## config.mk

```make
export PLATFORM = sky130hd
export DESIGN_NAME = seg_scan_decoder
export DESIGN_NICKNAME = d
export VERILOG_FILES = /design/src/rtl/seg_scan_decoder.sv
export SDC_FILE = /design/constraint.sdc
export NUM_CORES = 1
export LEC_CHECK = 0
export BUFFER_PORTS_ARGS = -buffer_cell sky130_fd_sc_hd__buf_4
export CAP_MARGIN = 10
export CORE_MARGIN = 10
export CORE_UTILIZATION = 35
export CTS_BUF_LIST = sky130_fd_sc_hd__clkbuf_4 sky130_fd_sc_hd__clkbuf_8 sky130_fd_sc_hd__clkbuf_16
export DETAILED_ROUTE_END_ITERATION = 8
export PLACE_DENSITY = 0.61
export SETUP_SLACK_MARGIN = 0.02
export SLEW_MARGIN = 20
export SYNTH_ARGS = -nofsm -noshare
export SYNTH_HDL_FRONTEND = slang
export SYNTH_SLANG_ARGS = --single-unit
```

## constraint.sdc

```tcl
create_clock -name clk -period 2.1 [get_ports clk]
set_clock_uncertainty 0.1 [all_clocks]
set_input_delay 0.315 -clock clk [delete_from_list [all_inputs] [get_ports clk]]
set_output_delay 0.315 -clock clk [all_outputs]
set_load 0.02 [all_outputs]
```

## src/rtl/seg_scan_decoder.sv

```systemverilog
// seg_scan_decoder
//   Receive-side decoder for a 4-digit multiplexed seven-segment display.
//   The scanned digit-select and segment lines are synchronised. Each dwell
//   is captured once it has been stable for STABLE_CYCLES samples, and the
//   segment pattern is decoded back to BCD. A complete in-order scan of
//   positions 0..3 is published as one frame with a single-cycle strobe.
//
// Ports
//   clk          system clock
//   rst_n        synchronous, active-low reset
//   dig_in[3:0]  digit select, one-cold (0111=pos0 .. 1110=pos3, else blank)
//   smg_in[7:0]  segments, active-high {P,A,B,C,D,E,F,G}
//   digits[15:0] decoded frame, position 0 in [15:12]
//   dp[3:0]      decimal point per position, bit3 = position 0
//   seg_err[3:0] illegal-pattern flag per position, bit3 = position 0
//   frame_valid  one-cycle pulse when digits/dp/seg_err update
//   frame_err    one-cycle pulse on a scan-order violation
module seg_scan_decoder #(
  parameter int STABLE_CYCLES = 4
) (
  input  logic        clk,
  input  logic        rst_n,
  input  logic [3:0]  dig_in,
  input  logic [7:0]  smg_in,
  output logic [15:0] digits,
  output logic [3:0]  dp,
  output logic [3:0]  seg_err,
  output logic        frame_valid,
  output logic        frame_err
);

  localparam logic [7:0] STABLE_L = 8'(STABLE_CYCLES);

  typedef enum logic {HUNT, COLLECT} state_t;

  // input synchroniser and history
  logic [3:0]  sync_dig_reg;
  logic [7:0]  sync_smg_reg;
  logic [3:0]  s_dig;
  logic [7:0]  s_smg;
  logic [11:0] prev_reg;
  logic [7:0]  cnt_reg;
  logic [7:0]  cnt_next;
  logic        changed;

  // capture
  logic        pos_legal;
  logic [1:0]  cap_pos;
  logic [3:0]  cap_digit;
  logic        cap_bad;
  logic        capture;

  // frame FSM
  state_t      state_reg, state_next;
  logic [1:0]  exp_reg, exp_next;
  logic [3:0]  shadow_wr;
  logic        shadow_clr;
  logic [3:0][5:0] shadow;   // per slot {err, dp, digit}

  logic [15:0] digits_reg, digits_next;
  logic [3:0]  dp_reg, dp_next;
  logic [3:0]  err_reg, err_next;
  logic        fv_reg, fv_next;
  logic        fe_reg, fe_next;

  always_ff @(posedge clk) begin
    if (!rst_n) begin
      sync_dig_reg <= 4'hF;
      sync_smg_reg <= 8'hFF;
      s_dig        <= 4'hF;
      s_smg        <= 8'hFF;
      prev_reg     <= 12'hFFF;
      cnt_reg      <= 8'd0;
    end else begin
      sync_dig_reg <= dig_in;
      sync_smg_reg <= smg_in;
      s_dig        <= sync_dig_reg;
      s_smg        <= sync_smg_reg;
      prev_reg     <= {s_dig, s_smg};
      cnt_reg      <= cnt_next;
    end
  end

  assign changed = ({s_dig, s_smg} != prev_reg);

  always_comb begin
    cnt_next = cnt_reg;
    if (changed)
      cnt_next = 8'd0;
    else if (cnt_reg < STABLE_L)
      cnt_next = cnt_reg + 8'd1;
  end

  always_comb begin
    pos_legal = 1'b1;
    cap_pos   = 2'd0;
    case (s_dig)
      4'b0111: cap_pos = 2'd0;
      4'b1011: cap_pos = 2'd1;
      4'b1101: cap_pos = 2'd2;
      4'b1110: cap_pos = 2'd3;
      default: pos_legal = 1'b0;
    endcase
  end

  always_comb begin
    cap_bad   = 1'b0;
    cap_digit = 4'hF;
    case (s_smg[6:0])
      7'h7E: cap_digit = 4'd0;
      7'h30: cap_digit = 4'd1;
      7'h6D: cap_digit = 4'd2;
      7'h79: cap_digit = 4'd3;
      7'h33: cap_digit = 4'd4;
      7'h5B: cap_digit = 4'd5;
      7'h5F: cap_digit = 4'd6;
      7'h70: cap_digit = 4'd7;
      7'h7F: cap_digit = 4'd8;
      7'h7B: cap_digit = 4'd9;
      default: cap_bad = 1'b1;
    endcase
  end

  // Fires only on the STABLE-1 -> STABLE step, so a held dwell captures once.
  assign capture = !changed && (cnt_reg == STABLE_L - 8'd1) && pos_legal;

  // Shadow slots; a write wins over a clear so an out-of-order position 0
  // can restart the frame in the same cycle the old slots are discarded.
  genvar gi;
  generate
    for (gi = 0; gi < 4; gi++) begin : g_slot
      logic [5:0] slot_reg;
      always_ff @(posedge clk) begin
        if (!rst_n)
          slot_reg <= 6'd0;
        else if (shadow_wr[gi])
          slot_reg <= {cap_bad, s_smg[7], cap_digit};
        else if (shadow_clr)
          slot_reg <= 6'd0;
      end
      assign shadow[gi] = slot_reg;
    end
  endgenerate

  always_ff @(posedge clk) begin
    if (!rst_n) begin
      state_reg  <= HUNT;
      exp_reg    <= 2'd0;
      digits_reg <= 16'h0000;
      dp_reg     <= 4'h0;
      err_reg    <= 4'h0;
      fv_reg     <= 1'b0;
      fe_reg     <= 1'b0;
    end else begin
      state_reg  <= state_next;
      exp_reg    <= exp_next;
      digits_reg <= digits_next;
      dp_reg     <= dp_next;
      err_reg    <= err_next;
      fv_reg     <= fv_next;
      fe_reg     <= fe_next;
    end
  end

  always_comb begin
    state_next  = state_reg;
    exp_next    = exp_reg;
    shadow_wr   = 4'b0000;
    shadow_clr  = 1'b0;
    digits_next = digits_reg;
    dp_next     = dp_reg;
    err_next    = err_reg;
    fv_next     = 1'b0;
    fe_next     = 1'b0;
    if (capture) begin
      case (state_reg)
        HUNT: begin
          if (cap_pos == 2'd0) begin
            shadow_wr[0] = 1'b1;
            state_next   = COLLECT;
            exp_next     = 2'd1;
          end
        end
        COLLECT: begin
          if (cap_pos == exp_reg) begin
            if (cap_pos == 2'd3) begin
              // last position goes straight to the outputs with slots 0..2
              digits_next = {shadow[0][3:0], shadow[1][3:0], shadow[2][3:0], cap_digit};
              dp_next     = {shadow[0][4], shadow[1][4], shadow[2][4], s_smg[7]};
              err_next    = {shadow[0][5], shadow[1][5], shadow[2][5], cap_bad};
              fv_next     = 1'b1;
              shadow_clr  = 1'b1;
              state_next  = HUNT;
            end else begin
              shadow_wr[cap_pos] = 1'b1;
              exp_next           = exp_reg + 2'd1;
            end
          end else begin
            fe_next    = 1'b1;
            shadow_clr = 1'b1;
            if (cap_pos == 2'd0) begin
              shadow_wr[0] = 1'b1;
              exp_next     = 2'd1;
            end else begin
              state_next = HUNT;
            end
          end
        end
        default: state_next = HUNT;
      endcase
    end
  end

  assign digits      = digits_reg;
  assign dp          = dp_reg;
  assign seg_err     = err_reg;
  assign frame_valid = fv_reg;
  assign frame_err   = fe_reg;

endmodule

```

After elaboration in Yosys (flattened, before gate mapping):

Index checks and enable logic that the tools add are counted.

* register bits: 91
* bits of input ports: 14
* word-level logic and storage cells: 86

* add/sub/neg operators: 2
* magnitude comparators: 3
* equality and inequality tests: 19
* mux-type cells: 29
* bitwise gates (word level): 2
* reductions and logical operators: 15

Operator list (count)
* $eq 7x7->1 const B: 8
* $pmux 4 s10: 1
* $mux 6: 4
* $eq 7x6->1 const B: 2
* $eq 4x4->1 const B: 3
* $mux 1: 12
* $ne 12x12->1: 1
* $mux 2: 5
* $reduce_or 10->1: 1
* $add 8x1->8 const B: 1
* $eq 8x2->1 const B: 1
* $lt 8x3->1 const B: 1
* $reduce_and 4->1: 2
* $mux 3: 2
* $pmux 2 s3: 1
* $reduce_bool 2->1: 3
* $eq 4x3->1 const B: 1
* $pmux 1 s2: 2
* $pmux 2 s2: 1
* $reduce_or 4->1: 1
* $logic_and 1x1->1: 3
* $lt 2x3->1 const B: 1
* $ne 3x3->1 const B: 1
* $reduce_and 3->1: 1
* other kinds (10): 11

Logic depth before layout (Yosys ltp):

* depth in word-level cells: 11
* gate-level depth with buffers: 9
* mapped depth without buffers: 6

Least setup slack after synthesis:

OpenSTA, ideal clock, no wires.

* kind: flip-flop to flip-flop
* start: register s_smg[6]
* end: register exp_reg[1]
* arrival: 1877 ps
* data required time: 1883 ps
* path slack: 6 ps
* stages on the path, launching flop included: 8
* buffers on the path: 1
* cells stage by stage: dfxtp_1 -> buf_2 -> xor2_1 -> nor4_1 -> nand3_2 -> or3_4 -> a21o_1 -> a32o_1

* word-level cells in the longest chain between the ends: 5

Ends and longest elaborated chain
* start, declared: line 40 `logic [7:0] s_smg;`
* start signal, assigned: line 78 `s_smg <= sync_smg_reg;`
* $ne 12x12->1: line 84 `assign changed = ({s_dig, s_smg} != prev_reg);`
* $logic_not 1->1: line 125 `assign capture = !changed && (cnt_reg == STABLE_L - 8'd1) && pos_legal;`
* $logic_and 1x1->1 (2 in series): line 125
* $reduce_and 2->1 (no line)
* end signal, assigned: line 156 `exp_reg <= exp_next;`
* end, declared: line 55 `logic [1:0] exp_reg, exp_next;`

Every way passes these cells.
A chain may end at the register's enable or synchronous reset.

Final worst setup path:

* start: register s_dig[2]
* end: register exp_reg[1]

* word-level cells in the longest chain between the ends: 6
* elaborated cells on any way between the ends: 19

Ends and longest elaborated chain
* start, declared: line 39 `logic [3:0] s_dig;`
* start signal, assigned: line 77 `s_dig <= sync_dig_reg;`
* $eq 4x4->1: line 97 `case (s_dig)`
* $pmux 2 s3: line 97
* $logic_not 2->1: line 178, 201
* $mux 2
* $mux 2: line 185 `if (cap_pos == exp_reg) begin`
* $pmux 2 s2: line 176 `case (state_reg)`

Several ways; a longest one is shown, not always the timed one.

==> flow_summary.yaml <==
run_status:
  outcome: "finished clean"
clock_tree:
  clk_path_buf_depth: 2
  worstSkewPairLatency_ps: 370
  cts-root-buf: "clkbuf_8"
  cts_tree: "yes"
  cts_sinks: 91
  cts_max_level: 3
  cts.hold.buffers_added: 0
  cts_buffers: 9
  clk_pin_slew_worst_paths_ps: 90
sta:
  hold_violations: 0
  holdWs_ps: 25.7
  min_period_ps: 2070
  fmax_mhz: 482
  worst_pin_slew_ps: 398
  period_share_pct: 98.7
  slew_headroom_pct: 73.2
  rsz0062_at_grt: "yes"
  setup_violations: 0
  maxSlewViolCount: 0
logic_synthesis:
  ys_top_cells_by_area: "dfxtp_1 51%, nand2b_1 6.7%, nand3_1 4.1%"
  synth_edf_count: 0
  ys_types: 57
  synth_seq_cells: 91
  yosysSeqAreaShare_pct: 51.3
  ys.flop_type: "dfxtp_1"
  synth_top_cell_area_share_pct: 51.3
  synth_nets: 397
  synth.largest_area_cell: "dfxtp_1"
  synthTopCellsByCount: "91 x dfxtp_1, 38 x nand2b_1, 33 x nand2_1"
  yosys.cell_count.top_type: "dfxtp_1"
  syn_avg_cell_area_sq_um: 9.30
  syn_area_sq_um: 3550
  async_flop_share_pct: 0
  syn_inst: 382
  ys_warn_count: 0
setup_path:
  critPathMaxFanout: 6
  crit_path_end_kind: "register"
  regToRegEndpoint: "exp_reg[1]"
  crit_path_start_kind: "register"
  cp_data_required_time_ps: 2260
  regToRegSetupSlack_ps: 30
  r2r_start: "s_dig[2]"
  arrival_ps: 2230
  worstRegToRegCells: 7
  crit_type: "register to register"
power_and_ir_drop:
  p_sw_share_pct: 26.2
  seqPwrFrac_pct: 55.7
  ir_worst_vdd_mv: 0.314
  combPwrFrac_pct: 8.4
  leakagePower_uw: 0.00184
  cellPowerDensity_nw_per_um2: 704
  switching_power_uw: 832
  p_clk_share_pct: 35.9
  p_total_uw: 3180
  p_int_uw: 2350
job:
  maxCapViolations: 0
route:
  wl_mm: 7.90
  firstDrtPassIters: 4
  dr_total_vias: 2908
  routed_via_density: 4.94
  drtIter0Drc: 163
  drc: 0
  avgRoutedWirePerCell_um: 13.4
  ant_nets: 0
placed_design:
  port_buffers: 39
  post_dp_cell_area_sq_um: 4190
  gp_congestion: 0.850
  dpl.hpwl_mm: 5.61
floorplan:
  core_area_sq_um: 9820
  die_x_um: 121
  chipHeight_um: 121
  std_cell_rows: 36
  io_pins: 40
  die-area_sq_um: 14600
  start_util_pct: 36.2
cells_and_area:
  final_util_pct: 46.0
  drive_gt1_share_pct: 29.2
  syn2layout_area_growth_pct: 27.3
  multi_input_area_sq_um: 1640
  final_nets: 466
  diodes: 0
  largest_reg_flops: 18
  nFillCells: 972
  final_area_sq_um: 4520
  regArea_sq_um: 1840
hold_path:
  hp-start: "dig_in[0]"
  hp-class: "input port to register"
  hold_depth: 2
  min_to: "sync_dig_reg[0]"
global_routing:
  grt_max_degree: 50
  grt_util_all_layers_pct: 11.1
  antenna_found_initial: 0
  grt_pass1_wl_mm: 13.3
  grt-ovfl-total: 0
  grt_pass1_vias: 2795
==> power groups by stage <==
stage / clock (uW) / combinational, uW / sequential (uW)
6_report: 1140 / 268 / 1770
2_1_floorplan: 0 / 161 / 1800
5_1_grt: 1260 / 295 / 1780
3_3_place_gp: 0 / 246 / 1810
4_1_cts: 1180 / 256 / 1770
3_5_place_dp: 0 / 250 / 1810
==> worst max path at each step <==
stage,start,end,slack (ps),cells after the start
5_1_grt,s_dig[2],digits[7],-110,8
2_1_floorplan,s_dig[1],exp_reg[1],40,7
3_3_place_gp,s_smg[5],frame_valid,-50,6
4_1_cts,s_dig[2],exp_reg[1],20,7
6_report,s_dig[2],exp_reg[1],30,7
3_5_place_dp,s_smg[5],exp_reg[1],-50,6
==> per-stage QoR <==
step / cells / worst slack (ps) / setup TNS [ps]
after global placement: 566 / -45.2 / -106
after detailed placement: 566 / -53.5 / -182
after CTS: 586 / 20.8 / 0
final: 589 / 27.0 / 0
after floorplan: 382 / 38.4 / 0
after global routing: 589 / -109 / -1490
==> worst max-delay path, stage by stage, from the launching register on <==
cell and delay [ps]:
dfxtp_4 370, buf_6 130, xor2_2 160, nor4_2 280, nand3_2 170, or3_4 360, a21o_1 180, a32o_1 220
==> final cells by class <==
class	instances	share of cell area (%)
flip-flops and latches	91	40.7
multi-input cells	258	36.3
repair buffers	86	14.6
well taps	133	3.68
clock buffers	9	2.74
clock inverters	7	1.52
inverters	5	0.415
==> cells by family after synthesis <==
kind of cell             Yosys count  synth area share [%]
buffers and inverters             33                  4.33
XOR/XNOR                          16                  3.95
AND/OR/NAND/NOR                  161                  25.3
multiplexers                       3                 0.846
AO/OA/AOI/OAI                     77                  13.9
flip-flops                        91                  51.3
adder cells (fa/ha/maj)            1                 0.352
==> layout by cell type (no fill, tap or decap), types with 5 or more instances in the layout <==
cell      synthesis  routed
o21ai_0          24      23
o22ai_1          12      12
inv_1             5       5
or2_2             5       5
buf_4             2      84
dfxtp_1          91      82
dfxtp_2           0       7
o21ai_1          10      11
nand3_1          29      29
clkbuf_8          0       9
a21oi_1           8       6
nor2_1           18      17
nand2b_1         38      38
nand2_1          33      33
and3_1            7       6
xor2_1           14      13
==> routing by layer <==
metal	share of wire [%]	global-route usage, %
met5	0	0
met4	1.5	4.68
met3	6.3	3.54
met2	45	17.3
met1	47	13.8
==> what timing repair did <==
| item | 4_1_cts | 5_1_grt |
|---|---|---|
| pin swaps | 2 | 4 |
| cloned | 0 | 0 |
| gates resized for setup | 9 | 16 |
| setup endpoints to repair | 31 | 46 |
| hold endpoints to repair | 0 | 0 |
| buffers inserted | 4 | 3 |
Power figures use the tool's default switching activity.
